File: config.mk
export PLATFORM = sky130hd
export DESIGN_NAME = operand_fetch_stage_flat
export DESIGN_NICKNAME = d
export VERILOG_FILES = /design/src/rtl/operand_fetch_stage_if.sv /design/src/rtl/operand_fetch_stage.sv /design/src/flat_wrapper.sv
export SDC_FILE = /design/constraint.sdc
export NUM_CORES = 1
export LEC_CHECK = 0
export BUFFER_PORTS_ARGS = -buffer_cell sky130_fd_sc_hd__buf_2
export CORE_MARGIN = 3
export CORE_UTILIZATION = 35
export CTS_CLUSTER_SIZE = 12
export DETAILED_ROUTE_END_ITERATION = 8
export SLEW_MARGIN = 15
export SYNTH_ARGS = -nofsm -noshare
export SYNTH_HDL_FRONTEND = slang
export SYNTH_SLANG_ARGS = --single-unit
File: constraint.sdc
create_clock -name clk -period 4.2 [get_ports clk]
set_input_delay 0.42 -clock clk [delete_from_list [all_inputs] [get_ports clk]]
set_output_delay 0.42 -clock clk [all_outputs]
set_load 0.01 [all_outputs]
File: src/rtl/operand_fetch_stage_if.sv
// Bus between the operand fetch stage and its neighbours: IF/ID latch, register file,
// EX/MEM forwarding sources and the ID/EX pipeline register outputs.
interface operand_fetch_stage_if #(
    parameter int unsigned XLEN  = 32,
    parameter int unsigned CNT_W = 32
);
    logic             if_valid;
    logic [31:0]      if_instr;
    logic [XLEN-1:0]  if_pc;
    logic             flush;
    logic             hold;
    logic [4:0]       rf_rn1;
    logic [4:0]       rf_rn2;
    logic [XLEN-1:0]  rf_out1;
    logic [XLEN-1:0]  rf_out2;
    logic [XLEN-1:0]  ex_result;
    logic [4:0]       mem_rd;
    logic             mem_regwrite;
    logic [XLEN-1:0]  mem_result;
    logic             stall_out;
    logic             idex_valid;
    logic [31:0]      idex_instr;
    logic [XLEN-1:0]  idex_pc;
    logic [XLEN-1:0]  idex_rs1val;
    logic [XLEN-1:0]  idex_rs2val;
    logic [4:0]       idex_rd;
    logic             idex_regwrite;
    logic             idex_memread;
    logic [CNT_W-1:0] stall_cnt;

    modport master (
        output if_valid, if_instr, if_pc, flush, hold, rf_out1, rf_out2, ex_result,
               mem_rd, mem_regwrite, mem_result,
        input  rf_rn1, rf_rn2, stall_out, idex_valid, idex_instr, idex_pc, idex_rs1val,
               idex_rs2val, idex_rd, idex_regwrite, idex_memread, stall_cnt
    );

    modport slave (
        input  if_valid, if_instr, if_pc, flush, hold, rf_out1, rf_out2, ex_result,
               mem_rd, mem_regwrite, mem_result,
        output rf_rn1, rf_rn2, stall_out, idex_valid, idex_instr, idex_pc, idex_rs1val,
               idex_rs2val, idex_rd, idex_regwrite, idex_memread, stall_cnt
    );
endinterface

File: src/rtl/operand_fetch_stage.sv
// Decode-side operand stage: register file addressing, EX/MEM forwarding, load-use
// bubble insertion and the ID/EX pipeline register.
module operand_fetch_stage #(
    parameter int unsigned XLEN  = 32,
    parameter int unsigned CNT_W = 32
) (
    input logic                  clk,
    input logic                  rst,
    operand_fetch_stage_if.slave bus
);
    localparam logic [6:0] OpLui    = 7'b0110111;
    localparam logic [6:0] OpAuipc  = 7'b0010111;
    localparam logic [6:0] OpJal    = 7'b1101111;
    localparam logic [6:0] OpJalr   = 7'b1100111;
    localparam logic [6:0] OpLoad   = 7'b0000011;
    localparam logic [6:0] OpImm    = 7'b0010011;
    localparam logic [6:0] OpReg    = 7'b0110011;
    localparam logic [6:0] OpStore  = 7'b0100011;
    localparam logic [6:0] OpBranch = 7'b1100011;

    logic [6:0]      opcode;
    logic [4:0]      rs1, rs2, rd_dec;
    logic            regwrite, memread, uses_rs1, uses_rs2;
    logic            ex_hit1, ex_hit2, mem_hit1, mem_hit2;
    logic [XLEN-1:0] rs1_val, rs2_val;
    logic            load_use, stall;

    logic             idex_valid_q, idex_valid_d;
    logic [31:0]      idex_instr_q, idex_instr_d;
    logic [XLEN-1:0]  idex_pc_q, idex_pc_d;
    logic [XLEN-1:0]  idex_rs1val_q, idex_rs1val_d;
    logic [XLEN-1:0]  idex_rs2val_q, idex_rs2val_d;
    logic [4:0]       idex_rd_q, idex_rd_d;
    logic             idex_regwrite_q, idex_regwrite_d;
    logic             idex_memread_q, idex_memread_d;
    logic [CNT_W-1:0] stall_cnt_q, stall_cnt_d;

    always_comb begin
        opcode   = bus.if_instr[6:0];
        rs1      = bus.if_instr[19:15];
        rs2      = bus.if_instr[24:20];
        regwrite = 1'b0;
        memread  = 1'b0;
        uses_rs1 = 1'b1;
        uses_rs2 = 1'b0;
        case (opcode)
            OpLui, OpAuipc, OpJal: begin
                regwrite = 1'b1;
                uses_rs1 = 1'b0;
            end
            OpJalr, OpImm: regwrite = 1'b1;
            OpLoad: begin
                regwrite = 1'b1;
                memread  = 1'b1;
            end
            OpReg: begin
                regwrite = 1'b1;
                uses_rs2 = 1'b1;
            end
            OpStore, OpBranch: uses_rs2 = 1'b1;
            default: ;
        endcase
        rd_dec = regwrite ? bus.if_instr[11:7] : 5'd0;
    end

    // A load in ID/EX has no result yet, so it is never an EX forwarding source.
    always_comb begin
        ex_hit1  = uses_rs1 && (rs1 != 5'd0) && idex_valid_q && idex_regwrite_q &&
                   !idex_memread_q && (idex_rd_q == rs1);
        ex_hit2  = uses_rs2 && (rs2 != 5'd0) && idex_valid_q && idex_regwrite_q &&
                   !idex_memread_q && (idex_rd_q == rs2);
        mem_hit1 = uses_rs1 && (rs1 != 5'd0) && bus.mem_regwrite && (bus.mem_rd == rs1);
        mem_hit2 = uses_rs2 && (rs2 != 5'd0) && bus.mem_regwrite && (bus.mem_rd == rs2);
        rs1_val  = ex_hit1 ? bus.ex_result : (mem_hit1 ? bus.mem_result : bus.rf_out1);
        rs2_val  = ex_hit2 ? bus.ex_result : (mem_hit2 ? bus.mem_result : bus.rf_out2);
        load_use = bus.if_valid && idex_valid_q && idex_memread_q && (idex_rd_q != 5'd0) &&
                   ((uses_rs1 && (rs1 == idex_rd_q)) || (uses_rs2 && (rs2 == idex_rd_q)));
        stall    = (load_use || bus.hold) && !bus.flush;
    end

    always_comb begin
        idex_valid_d    = idex_valid_q;
        idex_instr_d    = idex_instr_q;
        idex_pc_d       = idex_pc_q;
        idex_rs1val_d   = idex_rs1val_q;
        idex_rs2val_d   = idex_rs2val_q;
        idex_rd_d       = idex_rd_q;
        idex_regwrite_d = idex_regwrite_q;
        idex_memread_d  = idex_memread_q;
        stall_cnt_d     = stall_cnt_q;

        if (stall && (stall_cnt_q != {CNT_W{1'b1}})) begin
            stall_cnt_d = stall_cnt_q + {{(CNT_W-1){1'b0}}, 1'b1};
        end

        if (bus.flush || (load_use && !bus.hold)) begin
            idex_valid_d    = 1'b0;
            idex_regwrite_d = 1'b0;
            idex_memread_d  = 1'b0;
            idex_rd_d       = 5'd0;
        end else if (!bus.hold) begin
            idex_valid_d    = bus.if_valid;
            idex_instr_d    = bus.if_instr;
            idex_pc_d       = bus.if_pc;
            idex_rs1val_d   = rs1_val;
            idex_rs2val_d   = rs2_val;
            idex_rd_d       = bus.if_valid ? rd_dec : 5'd0;
            idex_regwrite_d = bus.if_valid && regwrite;
            idex_memread_d  = bus.if_valid && memread;
        end
    end

    always_ff @(posedge clk) begin
        if (rst) begin
            idex_valid_q    <= 1'b0;
            idex_instr_q    <= '0;
            idex_pc_q       <= '0;
            idex_rs1val_q   <= '0;
            idex_rs2val_q   <= '0;
            idex_rd_q       <= 5'd0;
            idex_regwrite_q <= 1'b0;
            idex_memread_q  <= 1'b0;
            stall_cnt_q     <= '0;
        end else begin
            idex_valid_q    <= idex_valid_d;
            idex_instr_q    <= idex_instr_d;
            idex_pc_q       <= idex_pc_d;
            idex_rs1val_q   <= idex_rs1val_d;
            idex_rs2val_q   <= idex_rs2val_d;
            idex_rd_q       <= idex_rd_d;
            idex_regwrite_q <= idex_regwrite_d;
            idex_memread_q  <= idex_memread_d;
            stall_cnt_q     <= stall_cnt_d;
        end
    end

    assign bus.rf_rn1        = rs1;
    assign bus.rf_rn2        = rs2;
    assign bus.stall_out     = stall;
    assign bus.idex_valid    = idex_valid_q;
    assign bus.idex_instr    = idex_instr_q;
    assign bus.idex_pc       = idex_pc_q;
    assign bus.idex_rs1val   = idex_rs1val_q;
    assign bus.idex_rs2val   = idex_rs2val_q;
    assign bus.idex_rd       = idex_rd_q;
    assign bus.idex_regwrite = idex_regwrite_q;
    assign bus.idex_memread  = idex_memread_q;
    assign bus.stall_cnt     = stall_cnt_q;
endmodule

File: src/flat_wrapper.sv
// flat-port wrapper written by rule: the top's interface ports become plain ports
module operand_fetch_stage_flat 
#(
    parameter int unsigned XLEN  = 32,
    parameter int unsigned CNT_W = 32
)
  (clk, rst, bus_if_valid, bus_if_instr, bus_if_pc, bus_flush, bus_hold, bus_rf_out1, bus_rf_out2, bus_ex_result, bus_mem_rd, bus_mem_regwrite, bus_mem_result, bus_rf_rn1, bus_rf_rn2, bus_stall_out, bus_idex_valid, bus_idex_instr, bus_idex_pc, bus_idex_rs1val, bus_idex_rs2val, bus_idex_rd, bus_idex_regwrite, bus_idex_memread, bus_stall_cnt);
  operand_fetch_stage_if #(.XLEN(XLEN), .CNT_W(CNT_W)) bus_i ();
  input logic clk;
  input logic rst;
  input wire logic [$bits(bus_i.if_valid)-1:0] bus_if_valid;
  input wire logic [$bits(bus_i.if_instr)-1:0] bus_if_instr;
  input wire logic [$bits(bus_i.if_pc)-1:0] bus_if_pc;
  input wire logic [$bits(bus_i.flush)-1:0] bus_flush;
  input wire logic [$bits(bus_i.hold)-1:0] bus_hold;
  input wire logic [$bits(bus_i.rf_out1)-1:0] bus_rf_out1;
  input wire logic [$bits(bus_i.rf_out2)-1:0] bus_rf_out2;
  input wire logic [$bits(bus_i.ex_result)-1:0] bus_ex_result;
  input wire logic [$bits(bus_i.mem_rd)-1:0] bus_mem_rd;
  input wire logic [$bits(bus_i.mem_regwrite)-1:0] bus_mem_regwrite;
  input wire logic [$bits(bus_i.mem_result)-1:0] bus_mem_result;
  output wire logic [$bits(bus_i.rf_rn1)-1:0] bus_rf_rn1;
  output wire logic [$bits(bus_i.rf_rn2)-1:0] bus_rf_rn2;
  output wire logic [$bits(bus_i.stall_out)-1:0] bus_stall_out;
  output wire logic [$bits(bus_i.idex_valid)-1:0] bus_idex_valid;
  output wire logic [$bits(bus_i.idex_instr)-1:0] bus_idex_instr;
  output wire logic [$bits(bus_i.idex_pc)-1:0] bus_idex_pc;
  output wire logic [$bits(bus_i.idex_rs1val)-1:0] bus_idex_rs1val;
  output wire logic [$bits(bus_i.idex_rs2val)-1:0] bus_idex_rs2val;
  output wire logic [$bits(bus_i.idex_rd)-1:0] bus_idex_rd;
  output wire logic [$bits(bus_i.idex_regwrite)-1:0] bus_idex_regwrite;
  output wire logic [$bits(bus_i.idex_memread)-1:0] bus_idex_memread;
  output wire logic [$bits(bus_i.stall_cnt)-1:0] bus_stall_cnt;
  assign bus_i.if_valid = bus_if_valid;
  assign bus_i.if_instr = bus_if_instr;
  assign bus_i.if_pc = bus_if_pc;
  assign bus_i.flush = bus_flush;
  assign bus_i.hold = bus_hold;
  assign bus_i.rf_out1 = bus_rf_out1;
  assign bus_i.rf_out2 = bus_rf_out2;
  assign bus_i.ex_result = bus_ex_result;
  assign bus_i.mem_rd = bus_mem_rd;
  assign bus_i.mem_regwrite = bus_mem_regwrite;
  assign bus_i.mem_result = bus_mem_result;
  assign bus_rf_rn1 = bus_i.rf_rn1;
  assign bus_rf_rn2 = bus_i.rf_rn2;
  assign bus_stall_out = bus_i.stall_out;
  assign bus_idex_valid = bus_i.idex_valid;
  assign bus_idex_instr = bus_i.idex_instr;
  assign bus_idex_pc = bus_i.idex_pc;
  assign bus_idex_rs1val = bus_i.idex_rs1val;
  assign bus_idex_rs2val = bus_i.idex_rs2val;
  assign bus_idex_rd = bus_i.idex_rd;
  assign bus_idex_regwrite = bus_i.idex_regwrite;
  assign bus_idex_memread = bus_i.idex_memread;
  assign bus_stall_cnt = bus_i.stall_cnt;
  operand_fetch_stage #(.XLEN(XLEN), .CNT_W(CNT_W)) u_core (.clk(clk), .rst(rst), .bus(bus_i));
endmodule
; Yosys cells after proc, flatten, opt, wreduce, memory -nomap -nowiden
; Cells that the tools add are included.
[word_totals]
in_bits = 203
wordCells = 77
regBits = 168
output_inout_bits = 179
[op_classes]
add_sub_neg = 1
n_mux = 10
eq_ne = 16
reduce_logical = 39
bitwise = 2
[ops]
columns = cell, n
row1 = $mux W32, 4
row2 = $add A32 B1 Y32 const B, 1
row3 = $ne A32 B32 Y1 const B, 1
row4 = $eq A5 B5 Y1, 6
row5 = $logic_and A1 B1 Y1, 25
row6 = $eq A7 B6 Y1 const B, 3
row7 = $eq A7 B7 Y1 const B, 3
row8 = $reduce_bool A5 Y1, 3
row9 = $eq A7 B5 Y1 const B, 2
row10 = $mux W5, 2
row11 = $eq A7 B2 Y1 const B, 1
row12 = $reduce_or A7 Y1, 1
row13 = $reduce_or A3 Y1, 2
row14 = $mux W1, 4
row15 = $logic_not A1 Y1, 3
row16 = $logic_or A1 B1 Y1, 3
row17 = $not A1 Y1, 2
row18 = $reduce_and A2 Y1, 1
row19 = $reduce_or A2 Y1, 1

; Longest topological paths before layout
[depth]
depth_word = 10
mapped_depth = 8
depth_no_buf = 7

; Least setup slack after synthesis
; OpenSTA, ideal clock, no wires.
[synth_timing]
kind = input port to flip-flop
from = in bus_if_instr[3]
to = reg u_core.stall_cnt_q[26], in the netlist u_core.bus.stall_cnt[26]
path_stages = 7
setup_slack_ns = 1.841
t_arrival_ns = 2.239
setup_ns = 0.121
n_path_buf = 1
t_required_ns = 4.079
cell_sequence = and4bb_2 nand3_4 o41ai_4 o21bai_2 buf_2 nor4b_1 mux2_2
[synth_via]
elab_chain_len = 9
word_cells_on_any_way = 17
cone_classes = eq/ne: 6 / mux: 2 / reduce/logical: 9
[synth_lines]
columns = item, line
row1 = start: declaration, flat_wrapper.sv:12  ; input wire logic [$bits(bus_i.if_instr)-1:0] bus_if_instr;
row2 = "$eq A7 B6 Y1, or another cell as far along", operand_fetch_stage.sv:46  ; case (opcode)
row3 = "$reduce_or A3 Y1, on equally long branches", -
row4 = $mux W1, operand_fetch_stage.sv:46
row5 = $logic_and A1 B1 Y1, operand_fetch_stage.sv:77  ; ((uses_rs1 && (rs1 == idex_rd_q)) || (uses_rs2 && (rs2 == idex_rd_q)));
row6 = $logic_or A1 B1 Y1 *, operand_fetch_stage.sv:77
row7 = $logic_and A1 B1 Y1 *, operand_fetch_stage.sv:76  ; load_use = bus.if_valid && idex_valid_q && idex_memread_q && (idex_rd_q != 5'd0) &&
row8 = $logic_or A1 B1 Y1 *, operand_fetch_stage.sv:78  ; stall = (load_use || bus.hold) && !bus.flush;
row9 = $logic_and A1 B1 Y1 *, operand_fetch_stage.sv:78
row10 = $logic_and A1 B1 Y1 *, operand_fetch_stage.sv:92  ; if (stall && (stall_cnt_q != {CNT_W{1'b1}})) begin
row11 = end signal: assignment, operand_fetch_stage.sv:133  ; stall_cnt_q <= stall_cnt_d;
row12 = end: declaration, operand_fetch_stage.sv:36  ; logic [CNT_W-1:0] stall_cnt_q, stall_cnt_d;
; Mark *: on every way between the ends. The rest lies on a longest branch, timed or not.
; A chain may end at the register's enable or synchronous reset.

; Final worst setup path
[layout_timing]
from = reg u_core.idex_rd_q[3], in the netlist u_core.bus.idex_rd[3]
to = reg u_core.stall_cnt_q[24], in the netlist u_core.bus.stall_cnt[24]
[layout_via]
elab_chain_len = 7
word_cells_on_any_way = 11
cone_classes = eq/ne: 2 / reduce/logical: 9
[layout_lines]
columns = item, line
row1 = start: declaration, operand_fetch_stage.sv:33  ; logic [4:0] idex_rd_q, idex_rd_d;
row2 = start signal: assignment, operand_fetch_stage.sv:130  ; idex_rd_q <= idex_rd_d;
row3 = $eq A5 B5 Y1, operand_fetch_stage.sv:77
row4 = $logic_and A1 B1 Y1, operand_fetch_stage.sv:77
row5 = $logic_or A1 B1 Y1, operand_fetch_stage.sv:77
row6 = $logic_and A1 B1 Y1 *, operand_fetch_stage.sv:76
row7 = $logic_or A1 B1 Y1 *, operand_fetch_stage.sv:78
row8 = $logic_and A1 B1 Y1 *, operand_fetch_stage.sv:78
row9 = $logic_and A1 B1 Y1 *, operand_fetch_stage.sv:92
; Marked as above.

==> reports/qor.yml <==
synth:
  yosysTopAreaCell: "dfxtp_1"
  postSynthCellCount: 874
  netlist_area_um2: 8099
  ys_types: 44
  synth_area_per_cell_um2: 9.267
  synth_edf_count: 0
  yosys_warnings: 0
  ys_seq_area_share_pct: 41.53
  ys_ff_latch: 168
  synthFlopType: "dfxtp_1"
  syn_nets: 1078
  netlist.area_leader.share_pct: 41.53
  ys_top_cells_by_area: "dfxtp_1, mux2i_1, nor2_1"
  ys_async_sr_fraction_pct: 0
power_and_ir_drop:
  internal_power_mw: 2.687
  ir_worst_vdd_mv: 0.3110
  sequentialPowerShare_pct: 44.7
  total_power_mw: 3.772
  power_frac_comb_pct: 12.3
  p_per_area_nw_per_um2: 349.7
  switching_share_pct: 28.78
  p_leak_nw: 4.782
  power.switching_mw: 1.086
  p_clk_share_pct: 43.0
routing:
  dr.first_iter.drc_count: 382
  viasPerCell: 5.132
  drt-total-wl_um: 26910
  wire_per_inst_um: 17.77
  drc: 0
  antenna_left: 0
  drtPass1Iterations: 4
  vias: 7770
critical_path:
  path_class: "flip-flop to flip-flop"
  timing.rr.start: "u_core.bus.idex_rd[3]"
  end_kind: "flip-flop"
  crit_arrival_ns: 3.31
  startpoint_type: "flip-flop"
  worstPathRequired_ns: 4.51
  rrSetupSlack_ns: 1.20
  ff2ff_path_depth: 7
  path_max_fanout: 40
  r2r-end: "u_core.bus.stall_cnt[24]"
timing:
  totalNegativeSetupSlack_ns: 0
  whs_ns: 0.2152
  fin_ws_ns: 1.204
  finalCritPeriodShare_pct: 71.33
  setup_viol: 0
  slew_headroom_pct: 47.24
  fin_skew_ns: 0.01528
  drv_slew: 0
  hold_violations: 0
  worst_slew_pin_slew_ns: 0.7894
  fin_crit_ns: 2.996
  rsz0062_at_grt: "no"
  fmax_mhz: 333.8
layout:
  final_cell_count_no_fill: 1514
  syn2layout_area_growth_pct: 33.20
  final_nets: 1418
  fin_area_um2: 10790
  drive_above_1_share_pct: 38.63
  fin_util_pct: 47.50
die:
  fp.dieArea_um2: 25000
  initial_utilization_pct: 35.66
  core-area_um2: 22710
  top_level_ports: 382
  die_y_um: 158.1
  die_x_um: 158.1
  rows: 55
global_routing:
  grt_max_degree: 73
  antenna_found_initial: 1
  grt_pass1_wl_um: 40140
  overflow: 0
  grt_usage_pct: 20.17
  grt_pass1_vias: 7171
hold_path:
  hold_class: "input port to flip-flop"
  hp-start: "bus_if_instr[25]"
  hold_end: "u_core.bus.idex_instr[25]"
  worstHoldPathCells: 3
placed_design:
  portBuffers: 381
  dp_slack_ns: 1.042
  dpl.hpwl_um: 19570
  gp_congestion: 0.7906
  placed_area_um2: 10170
  place_inst: 1480
clock_tree:
  cts_hold_buf: 0
  cts.htree.levels: 4
  clk_latency_ns: 0.43
  cts_setup_buffers: 0
  post_cts_resized: 0
  cts_buffers: 17
  cts_buffer_depth: 2
  clk_pin_slew_ns: 0.09
  clock-root-buffer: "clkbuf_16"
  cts_tree: "yes"
  cts_num_sinks: 168
status:
  outcome: "complete, no violations"
flow_run:
  cap_violations: 0
-- metal layers --
layer | share of wire (%) | GRT usage [%] | vias to the layer above
met5 | 0 | 0 | -
met4 | 1.5 | 4.424 | 0
met3 | 7.4 | 7.162 | 21
met2 | 48 | 32.85 | 259
met1 | 43 | 25.82 | 3631
li1 | - | - | 3859
-- synthesized netlist by cell type (10+ instances only) --
master / n
or2_2: 33
a21oi_1: 31
o21ai_0: 12
or3_1: 10
buf_4: 16
buf_2: 14
mux2i_1: 129
a22o_1: 32
dfxtp_1: 168
nor2_1: 89
nand4_1: 16
a32o_1: 32
o31ai_1: 18
or4_1: 21
nand2_1: 79
o21a_1: 32
clkbuf_1: 42
nand3_1: 21
xnor2_1: 20
-- kinds of logic after synthesis --
family / synth area share, %
xor+xnor: 2.163
flops: 41.53
simple gates: 19.09
mux: 16.36
buf+inv: 4.666
fa+ha+maj: 0.1545
compound gates: 16.04
-- registers in the layout, summed over array words and instances (netlist names) --
| register | cells |
|---|---|
| u_core.bus.idex_pc | 32 |
| u_core.bus.idex_rs1val | 32 |
| u_core.bus.idex_rd | 5 |
| u_core.bus.stall_cnt | 32 |
| u_core.bus.idex_valid | 1 |
| u_core.bus.idex_regwrite | 1 |
| u_core.bus.idex_rs2val | 32 |
| u_core.bus.idex_memread | 1 |
| u_core.bus.idex_instr | 32 |
-- cell usage in the layout (no fill, tap or decap), drive strengths merged, types with 4 or more instances in the layout --
cell    count
mux2i     129
clkbuf     17
a22o       32
nor2b       4
a21oi      31
clkinv      7
o21ai      12
a32o       32
or4        21
nand3      22
buf       394
nand4      16
a32oi       6
inv        14
o21a       32
xnor2      20
dfxtp     168
nor3        7
or3        10
nor2       89
nand2      79
nor4        8
or2        33
o31ai      18
-- worst max-delay path, stage by stage, from the launching register on --
cell and delay [ns]:
dfxtp_1 0.43, xnor2_1 0.15, nand3_1 0.14, nor4b_2 0.74, o21bai_4 0.41, buf_4 0.33, nor4_1 0.31, mux2_2 0.36
-- worst max-delay path by stage --
stage	from	to
2_1_floorplan	bus_if_instr[3]	u_core.bus.stall_cnt[26]
3_3_place_gp	bus_if_instr[16]	u_core.bus.stall_cnt[24]
3_5_place_dp	bus_if_instr[16]	u_core.bus.stall_cnt[24]
4_1_cts	u_core.bus.idex_rd[4]	u_core.bus.stall_cnt[24]
5_1_grt	u_core.bus.idex_rd[1]	u_core.bus.stall_cnt[24]
6_report	u_core.bus.idex_rd[3]	u_core.bus.stall_cnt[24]
-- area by class of cell --
class                      count  area, um^2
sequential                   168        3363
clock inverter                15       190.2
fill                        2264       11920
inverter                       7       26.28
multi-input combinational    626        4402
clock buffer                  17       425.4
antenna                        2       5.005
timing repair buffer         394        2019
tap                          285       356.6
-- power by group through the flow --
stage / combinational, mW / clock (mW) / sequential (mW)
after global routing: 0.510 / 1.74 / 1.69
after floorplan: 0.210 / 0 / 1.75
after CTS: 0.470 / 1.66 / 1.68
after detailed placement: 0.469 / 0 / 1.72
after global placement: 0.464 / 0 / 1.72
final: 0.463 / 1.62 / 1.68
Note: power is estimated with default switching activity, not from simulation.
